File: config.mk
export PLATFORM = sky130hd
export DESIGN_NAME = vga_sync_gen_flat
export DESIGN_NICKNAME = d
export VERILOG_FILES = /design/src/rtl/vga_sync_gen_if.sv /design/src/rtl/vga_sync_gen.sv /design/src/flat_wrapper.sv
export SDC_FILE = /design/constraint.sdc
export NUM_CORES = 1
export LEC_CHECK = 0
export CAP_MARGIN = 20
export CORE_MARGIN = 5
export CORE_UTILIZATION = 35
export CTS_CLUSTER_DIAMETER = 30
export DETAILED_ROUTE_END_ITERATION = 10
export DONT_BUFFER_PORTS = 1
export SLEW_MARGIN = 20
export SYNTH_ARGS = -nofsm -noshare
export SYNTH_HDL_FRONTEND = slang
export SYNTH_SLANG_ARGS = --single-unit
File: constraint.sdc
create_clock -name clk -period 2.5 [get_ports clk]
set_input_delay 0.75 -clock clk [delete_from_list [all_inputs] [get_ports clk]]
set_output_delay 0.75 -clock clk [all_outputs]
set_load 0.05 [all_outputs]
File: src/rtl/vga_sync_gen_if.sv
// Pin-level bundle between the h/v counter, the sync decoder and the DAC.
// The counter side drives positions and colour; the decoder drives sync, strobes and gated colour.
interface vga_sync_gen_if #(
  parameter int H_WIDTH = 10,
  parameter int V_WIDTH = 10,
  parameter int RGB_W   = 12,
  parameter int FRAME_W = 8
);
  logic [H_WIDTH-1:0] h_count;
  logic [V_WIDTH-1:0] v_count;
  logic [RGB_W-1:0]   rgb_in;

  logic               hsync;
  logic               vsync;
  logic               video_on;
  logic [H_WIDTH-1:0] pixel_x;
  logic [V_WIDTH-1:0] pixel_y;
  logic [RGB_W-1:0]   rgb_out;
  logic               line_start;
  logic               frame_start;
  logic [FRAME_W-1:0] frame_cnt;

  modport master (
    output h_count, v_count, rgb_in,
    input  hsync, vsync, video_on, pixel_x, pixel_y, rgb_out,
           line_start, frame_start, frame_cnt
  );

  modport slave (
    input  h_count, v_count, rgb_in,
    output hsync, vsync, video_on, pixel_x, pixel_y, rgb_out,
           line_start, frame_start, frame_cnt
  );
endinterface

File: src/rtl/vga_sync_gen.sv
// Decodes raw VGA h/v counts into sync, blanking, coordinates and strobes, delayed
// PIPE_DEPTH cycles to line up with the pixel source, and gates colour to black in blanking.
module vga_sync_gen #(
  parameter int H_WIDTH    = 10,
  parameter int V_WIDTH    = 10,
  parameter int H_ACTIVE   = 640,
  parameter int H_FP       = 16,
  parameter int H_SYNC     = 96,
  parameter int H_BP       = 47,
  parameter int V_ACTIVE   = 480,
  parameter int V_FP       = 10,
  parameter int V_SYNC     = 2,
  parameter int V_BP       = 32,
  parameter bit SYNC_POL   = 1'b0,
  parameter int PIPE_DEPTH = 2,
  parameter int RGB_W      = 12,
  parameter int FRAME_W    = 8
) (
  input  logic           clk,
  input  logic           rst,
  vga_sync_gen_if.slave  bus
);

  // Last legal count on each axis (799 / 524 for standard 640x480).
  localparam int H_TOTAL = H_ACTIVE + H_FP + H_SYNC + H_BP;
  localparam int V_TOTAL = V_ACTIVE + V_FP + V_SYNC + V_BP;

  localparam logic [H_WIDTH-1:0] H_ACT_END  = H_WIDTH'(H_ACTIVE);
  localparam logic [H_WIDTH-1:0] H_SYNC_BEG = H_WIDTH'(H_ACTIVE + H_FP);
  localparam logic [H_WIDTH-1:0] H_SYNC_END = H_WIDTH'(H_ACTIVE + H_FP + H_SYNC);
  localparam logic [H_WIDTH-1:0] H_LAST     = H_WIDTH'(H_TOTAL);
  localparam logic [V_WIDTH-1:0] V_ACT_END  = V_WIDTH'(V_ACTIVE);
  localparam logic [V_WIDTH-1:0] V_SYNC_BEG = V_WIDTH'(V_ACTIVE + V_FP);
  localparam logic [V_WIDTH-1:0] V_SYNC_END = V_WIDTH'(V_ACTIVE + V_FP + V_SYNC);
  localparam logic [V_WIDTH-1:0] V_LAST     = V_WIDTH'(V_TOTAL);

  localparam logic SYNC_ON  = SYNC_POL;
  localparam logic SYNC_OFF = ~SYNC_POL;

  generate
    if (PIPE_DEPTH < 1 || PIPE_DEPTH > 8) begin : g_bad_depth
      $error("vga_sync_gen: PIPE_DEPTH must be in 1..8");
    end
    if (H_TOTAL >= (1 << H_WIDTH) || V_TOTAL >= (1 << V_WIDTH)) begin : g_bad_width
      $error("vga_sync_gen: timing boundaries do not fit the count widths");
    end
  endgenerate

  typedef struct packed {
    logic               hsync;
    logic               vsync;
    logic               video_on;
    logic               line_start;
    logic               frame_start;
    logic [H_WIDTH-1:0] pixel_x;
    logic [V_WIDTH-1:0] pixel_y;
  } stage_t;

  function automatic stage_t idle_stage();
    stage_t s;
    s             = '0;
    s.hsync       = SYNC_OFF;
    s.vsync       = SYNC_OFF;
    return s;
  endfunction

  // ---------------------------------------------------------------------------
  // Stage 0: combinational decode of the raw counts
  // ---------------------------------------------------------------------------
  logic   in_range;
  logic   h_act;
  logic   v_act;
  logic   h_in_sync;
  logic   v_in_sync;
  stage_t dec;

  // Out-of-range positions on either axis collapse to plain blanking.
  assign in_range  = (bus.h_count <= H_LAST) && (bus.v_count <= V_LAST);
  assign h_act     = bus.h_count < H_ACT_END;
  assign v_act     = bus.v_count < V_ACT_END;
  assign h_in_sync = (bus.h_count >= H_SYNC_BEG) && (bus.h_count < H_SYNC_END);
  assign v_in_sync = (bus.v_count >= V_SYNC_BEG) && (bus.v_count < V_SYNC_END);

  always_comb begin
    // NOTE: every field gets a value on every path so no latch is inferred.
    dec             = idle_stage();
    dec.video_on    = in_range && h_act && v_act;
    dec.hsync       = (in_range && h_in_sync) ? SYNC_ON : SYNC_OFF;
    dec.vsync       = (in_range && v_in_sync) ? SYNC_ON : SYNC_OFF;
    dec.line_start  = in_range && (bus.h_count == '0);
    dec.frame_start = in_range && (bus.h_count == '0) && (bus.v_count == '0);
    dec.pixel_x     = dec.video_on ? bus.h_count : '0;
    dec.pixel_y     = dec.video_on ? bus.v_count : '0;
  end

  // ---------------------------------------------------------------------------
  // Stages 1..PIPE_DEPTH: plain delay line
  // ---------------------------------------------------------------------------
  stage_t pipe [PIPE_DEPTH];

  always_ff @(posedge clk or posedge rst) begin
    if (rst) begin
      // NOTE: this is a short control pipeline, not a memory, so every stage is
      // reset to idle levels; that is what keeps outputs quiet while it refills.
      for (int i = 0; i < PIPE_DEPTH; i++) begin
        pipe[i] <= idle_stage();
      end
    end else begin
      // NOTE: non-blocking assignments make each stage take its neighbour's old value.
      pipe[0] <= dec;
      for (int i = 1; i < PIPE_DEPTH; i++) begin
        pipe[i] <= pipe[i-1];
      end
    end
  end

  // Values being loaded into the final stage on this edge.
  logic final_vo;
  logic final_fs;

  generate
    if (PIPE_DEPTH == 1) begin : g_final_from_decode
      assign final_vo = dec.video_on;
      assign final_fs = dec.frame_start;
    end else begin : g_final_from_pipe
      assign final_vo = pipe[PIPE_DEPTH-2].video_on;
      assign final_fs = pipe[PIPE_DEPTH-2].frame_start;
    end
  endgenerate

  // ---------------------------------------------------------------------------
  // Final-stage colour gate and frame counter
  // ---------------------------------------------------------------------------
  logic [RGB_W-1:0]   rgb_q;
  logic [FRAME_W-1:0] frame_cnt_q;

  // rgb_in already trails its counts by PIPE_DEPTH-1, so it meets final_vo here.
  always_ff @(posedge clk or posedge rst) begin
    if (rst) begin
      rgb_q <= '0;
    end else begin
      rgb_q <= bus.rgb_in & {RGB_W{final_vo}};
    end
  end

  // Updates on the same edge that frame_start reaches the output.
  always_ff @(posedge clk or posedge rst) begin
    if (rst) begin
      frame_cnt_q <= '0;
    end else if (final_fs) begin
      frame_cnt_q <= frame_cnt_q + FRAME_W'(1);
    end
  end

  // ---------------------------------------------------------------------------
  // Outputs
  // ---------------------------------------------------------------------------
  assign bus.hsync       = pipe[PIPE_DEPTH-1].hsync;
  assign bus.vsync       = pipe[PIPE_DEPTH-1].vsync;
  assign bus.video_on    = pipe[PIPE_DEPTH-1].video_on;
  assign bus.line_start  = pipe[PIPE_DEPTH-1].line_start;
  assign bus.frame_start = pipe[PIPE_DEPTH-1].frame_start;
  assign bus.pixel_x     = pipe[PIPE_DEPTH-1].pixel_x;
  assign bus.pixel_y     = pipe[PIPE_DEPTH-1].pixel_y;
  assign bus.rgb_out     = rgb_q;
  assign bus.frame_cnt   = frame_cnt_q;

endmodule
File: src/flat_wrapper.sv
// flat-port wrapper written by rule: the top's interface ports become plain ports
module vga_sync_gen_flat 
#(
  parameter int H_WIDTH    = 10,
  parameter int V_WIDTH    = 10,
  parameter int H_ACTIVE   = 640,
  parameter int H_FP       = 16,
  parameter int H_SYNC     = 96,
  parameter int H_BP       = 47,
  parameter int V_ACTIVE   = 480,
  parameter int V_FP       = 10,
  parameter int V_SYNC     = 2,
  parameter int V_BP       = 32,
  parameter bit SYNC_POL   = 1'b0,
  parameter int PIPE_DEPTH = 2,
  parameter int RGB_W      = 12,
  parameter int FRAME_W    = 8
)
  (clk, rst, bus_h_count, bus_v_count, bus_rgb_in, bus_hsync, bus_vsync, bus_video_on, bus_pixel_x, bus_pixel_y, bus_rgb_out, bus_line_start, bus_frame_start, bus_frame_cnt);
  vga_sync_gen_if #(.H_WIDTH(H_WIDTH), .V_WIDTH(V_WIDTH), .RGB_W(RGB_W), .FRAME_W(FRAME_W)) bus_i ();
  input  logic clk;
  input  logic rst;
  input wire logic [$bits(bus_i.h_count)-1:0] bus_h_count;
  input wire logic [$bits(bus_i.v_count)-1:0] bus_v_count;
  input wire logic [$bits(bus_i.rgb_in)-1:0] bus_rgb_in;
  output wire logic [$bits(bus_i.hsync)-1:0] bus_hsync;
  output wire logic [$bits(bus_i.vsync)-1:0] bus_vsync;
  output wire logic [$bits(bus_i.video_on)-1:0] bus_video_on;
  output wire logic [$bits(bus_i.pixel_x)-1:0] bus_pixel_x;
  output wire logic [$bits(bus_i.pixel_y)-1:0] bus_pixel_y;
  output wire logic [$bits(bus_i.rgb_out)-1:0] bus_rgb_out;
  output wire logic [$bits(bus_i.line_start)-1:0] bus_line_start;
  output wire logic [$bits(bus_i.frame_start)-1:0] bus_frame_start;
  output wire logic [$bits(bus_i.frame_cnt)-1:0] bus_frame_cnt;
  assign bus_i.h_count = bus_h_count;
  assign bus_i.v_count = bus_v_count;
  assign bus_i.rgb_in = bus_rgb_in;
  assign bus_hsync = bus_i.hsync;
  assign bus_vsync = bus_i.vsync;
  assign bus_video_on = bus_i.video_on;
  assign bus_pixel_x = bus_i.pixel_x;
  assign bus_pixel_y = bus_i.pixel_y;
  assign bus_rgb_out = bus_i.rgb_out;
  assign bus_line_start = bus_i.line_start;
  assign bus_frame_start = bus_i.frame_start;
  assign bus_frame_cnt = bus_i.frame_cnt;
  vga_sync_gen #(.H_WIDTH(H_WIDTH), .V_WIDTH(V_WIDTH), .H_ACTIVE(H_ACTIVE), .H_FP(H_FP), .H_SYNC(H_SYNC), .H_BP(H_BP), .V_ACTIVE(V_ACTIVE), .V_FP(V_FP), .V_SYNC(V_SYNC), .V_BP(V_BP), .SYNC_POL(SYNC_POL), .PIPE_DEPTH(PIPE_DEPTH), .RGB_W(RGB_W), .FRAME_W(FRAME_W)) u_core (.clk(clk), .rst(rst), .bus(bus_i));
endmodule
-- After elaboration in Yosys (flattened, before gate mapping)
Cells that the tools add are included.
- input port bits: 34
- output and inout port bits: 45
- bits in registers: 70
- muxes and demuxes: 4
- bitwise logic cells: 1
- reductions and logical operators: 11
- $lt $le $gt $ge: 8
- add/sub/neg operators: 1
- operators with widths (operator ; number):
    <= comparator 10 bit, second input constant ; 2
    zero test 10 bit ; 2
    < comparator 10 bit, second input constant ; 2
    < comparator 10 x 9 -> 1 bit, second input constant ; 2
    two-way mux 10 bit ; 2
    AND 12 bit ; 1
    greater-or-equal comparator 10 bit, second input constant ; 1
    greater-or-equal comparator 10 x 9 -> 1 bit, second input constant ; 1
    logical AND 1 bit ; 9
    adder 8 x 1 -> 8 bit, second input constant ; 1
    two-way mux 1 bit ; 2

-- Longest topological paths before layout
- depth after elaboration: 5
- mapped depth: 4
- gate-level depth less buffers: 4

-- Worst setup path after synthesis
OpenSTA, ideal clock, no wires.
- path type: input to register
- start: input port bus_v_count[6]
- end: register u_core.pipe (netlist bit u_core.final_fs)
- library setup time: 80 ps
- setup slack: 574 ps
- arrival time: 1846 ps
- stages: 3
- cell sequence: or4_1 -> or4_1 -> nor3_2
- RTL lines (what ; line ; text):
    start: declaration ; flat_wrapper.sv:24 ; input wire logic [$bits(bus_i.v_count)-1:0] bus_v_count;
    end signal: indexed assignment ; vga_sync_gen.sv:106 ; pipe[i] <= idle_stage();
    end signal: indexed assignment ; vga_sync_gen.sv:112 ; pipe[i] <= pipe[i-1];
    end: declaration ; vga_sync_gen.sv:99 ; stage_t pipe [PIPE_DEPTH];

-- Final worst setup path
- start: register u_core.frame_cnt_q[5], in the netlist u_core.bus.frame_cnt[5]
- end: output port bus_frame_cnt[5]
- RTL lines (what ; line ; text):
    start: declaration ; vga_sync_gen.sv:135 ; logic [FRAME_W-1:0] frame_cnt_q;
    start signal: assignment ; vga_sync_gen.sv:151 ; frame_cnt_q <= frame_cnt_q + FRAME_W'(1);
    end: declaration ; flat_wrapper.sv:34 ; output wire logic [$bits(bus_i.frame_cnt)-1:0] bus_frame_cnt;
No word-level cell between the ends.

==> metrics.cfg <==
[power]
seqPwrFrac=0.561
finalPower_mw=2.306
p_sw_frac=0.2369
clkPwrFrac=0.414
intPower_mw=1.760
switching_power_mw=0.5463
peakVddDrop_v=0.0002670
p_leak_nw=1.233
combPwrFrac=0.025
p_per_area_mw_per_mm2=893.0

[grt]
grtUsageTotal=0.1079
grt_pass1_wl_mm=6.789
antenna_found_initial=0
grt_pass1_vias=1308
grt_max_degree=62
grt-ovfl-total=0

[finish]
area_delta_synth_final_pct=7.725
nets=191
fill_cells=628
drive_above_1_share=0.1615
antenna_cells=0
stdcell_count=241

[worst_setup_path]
cp.required_ns=1.75
reg2regPathDepth=4
crit_type=reg -> out
cp_num_cells=0
worstPathMaxFanout=4
crit_path_start_kind=flip-flop
critPathCaptureType=primary output
worstPathArrival_ns=1.04

[detailed_routing]
drc=0
drtIter0Drc=28
ant_nets=0
wire_per_inst_um=17.24
dr.pass1.iters=4
viasPerCell=4.660
wl_mm=4.154
via_count=1123

[logic_synthesis]
syn_inst=166
netlist_area_mm2=0.002397
synth_seq_area_share=0.7328
synth.avg_cell_area_um2=14.44
ys_seq_elements=70
yosysWarnings=0
syn_nets=201
netlist-cell-type-count=30

[sta]
finalSetupTns_ns=0
rsz0062_at_grt=no
min_period_ns=1.788
setup_violations=0
tightest_slew_ns=0.5648
period_share=0.7151
slew_viol_final=0
maxSlewHeadroom=0.6234
fin_skew_ns=0.009656
fmax_ghz=0.5594
hold_viol=0

[cts]
cts_resized=0
clockBufferDepth=2
clk_pin_slew_ns=0.07
cts_setup_buffers=0
root_buffer=clkbuf_8
cts_tree=yes
clk_latency_ns=0.34
cts_made_buffers=9
clock-sinks=70
htreeDepth=3
hold_buffers=0

[placed_design]
place_hpwl_mm=3.121
numPortBuffers=0
placed_cells=225
place_congestion=0.6602

[die]
initial_core_util=0.3568
dieArea_mm2=0.008604
die_h_um=92.76
ioPinCount=79
coreArea_mm2=0.006719
fp-row-count=30
die_w_um=92.76

[job]
cap_violations=0

[outcome]
run_status=complete, no violations

[worst_hold_path]
hold_class=in -> async

[layer usage]
layer,wire length [um],track usage
met2,2081,0.1626
met5,0,0
met1,1549,0.1169
met3,429,0.05118
met4,93,0.08181
[flip-flops by register name, indices dropped and copies added (netlist names)]
register	count
u_core.bus.frame_cnt	8
u_core.bus.frame_start	1
u_core.bus.hsync	1
u_core.bus.line_start	1
u_core.bus.pixel_x	10
u_core.bus.pixel_y	10
u_core.bus.rgb_out	12
u_core.bus.video_on	1
u_core.bus.vsync	1
u_core.final_fs	1
u_core.final_vo	1
u_core.pipe	23
[placed cells by master, fill, tap and decap left out, types with 3 or more instances in the layout]
cell type	synthesis	layout
xor2_1	4	4
and2_1	30	30
nand4_1	4	4
or4_1	3	3
xnor2_1	3	3
nor2_1	3	3
nand2_1	4	4
dfrtp_1	66	66
dfstp_2	4	4
nor3_1	3	3
clkbuf_8	0	9
[stage by stage]
stage | setup slack (ns) | hold WS, ns | cell area (um^2) | utilization
floorplan | 0.5738 | 0.3312 | 2401 | -
global placement | 0.5359 | 0.3312 | 2367 | 0.3523
detailed placement | 0.5004 | 0.3347 | 2367 | 0.3523
CTS | 0.6740 | 0.1872 | 2582 | 0.3844
global route | 0.6492 | 0.1918 | 2582 | 0.3844
finish | 0.7123 | 0.2108 | 2582 | 0.3844
[final timing paths]
| kind | to | startpoint | slack, ns |
|---|---|---|---|
| worst min register to register | u_core.bus.pixel_y[0] | u_core.pipe[25] | 0.35 |
| worst min-delay path | u_core.bus.frame_cnt[5] | rst | 0.21 |
| worst max register to register | u_core.bus.frame_cnt[6] | u_core.bus.frame_cnt[0] | 0.97 |
| worst max-delay path | bus_frame_cnt[5] | u_core.bus.frame_cnt[5] | 0.71 |
| min in group clk | u_core.bus.pixel_y[0] | u_core.pipe[25] | 0.35 |
| max in group asynchronous | u_core.bus.vsync | rst | 1.69 |
[layout make-up]
class / count / area, um^2 / area share
well taps: 80 / 100.1 / 0.03876
repair buffers: 2 / 27.53 / 0.01066
clock inverters: 6 / 87.58 / 0.03391
clock buffers: 10 / 127.6 / 0.04942
flip-flops and latches: 70 / 1757 / 0.6802
inverters: 1 / 7.507 / 0.002907
multi-input cells: 72 / 475.5 / 0.1841
[synthesized netlist by cell type (all sizes together)]
cell | n | area share
dfrtp | 66 | 0.69
and2 | 31 | 0.081
buf | 20 | 0.063
dfstp | 4 | 0.044
nand2 | 4 | 0.0063
nand4 | 4 | 0.010
nor3 | 4 | 0.010
xor2 | 4 | 0.015
clkbuf | 3 | 0.0047
nor2 | 3 | 0.0047
or4 | 3 | 0.0094
xnor2 | 3 | 0.011
nand3 | 2 | 0.0042
and4 | 1 | 0.0042
conb | 1 | 0.0016
ha | 1 | 0.0052
inv | 1 | 0.0016
mux2 | 1 | 0.0047
nand2b | 1 | 0.0026
nand3b | 1 | 0.0031
nor3b | 1 | 0.0031
nor4 | 1 | 0.0026
nor4b | 1 | 0.0037
o2111ai | 1 | 0.0037
o21a | 1 | 0.0031
o21ai | 1 | 0.0021
or3 | 1 | 0.0026
or3b | 1 | 0.0037
[kinds of logic (layout without fill, tap and decap cells)]
logic type / count (synthesis) / in the layout / synth area share
XOR/XNOR: 7 / 7 / 0.02557
flip-flops: 70 / 70 / 0.7328
buffers and inverters: 24 / 19 / 0.06889
other: 1 / 1 / 0.001564
adder cells (fa/ha/maj): 1 / 1 / 0.005218
AO/OA/AOI/OAI: 3 / 3 / 0.008872
multiplexers: 1 / 1 / 0.004697
AND/OR/NAND/NOR: 59 / 59 / 0.1524
[power by group through the flow]
| stage | registers, mW | logic (mW) | clock network, mW |
|---|---|---|---|
| after global routing | 1.30 | 0.0691 | 1.07 |
| final | 1.29 | 0.0583 | 0.954 |
| after CTS | 1.30 | 0.0614 | 1.00 |
| after global placement | 1.32 | 0.0592 | 0 |
| after floorplan | 1.25 | 0.129 | 0 |
| after detailed placement | 1.32 | 0.0613 | 0 |
Note: power is estimated with default switching activity, not from simulation.
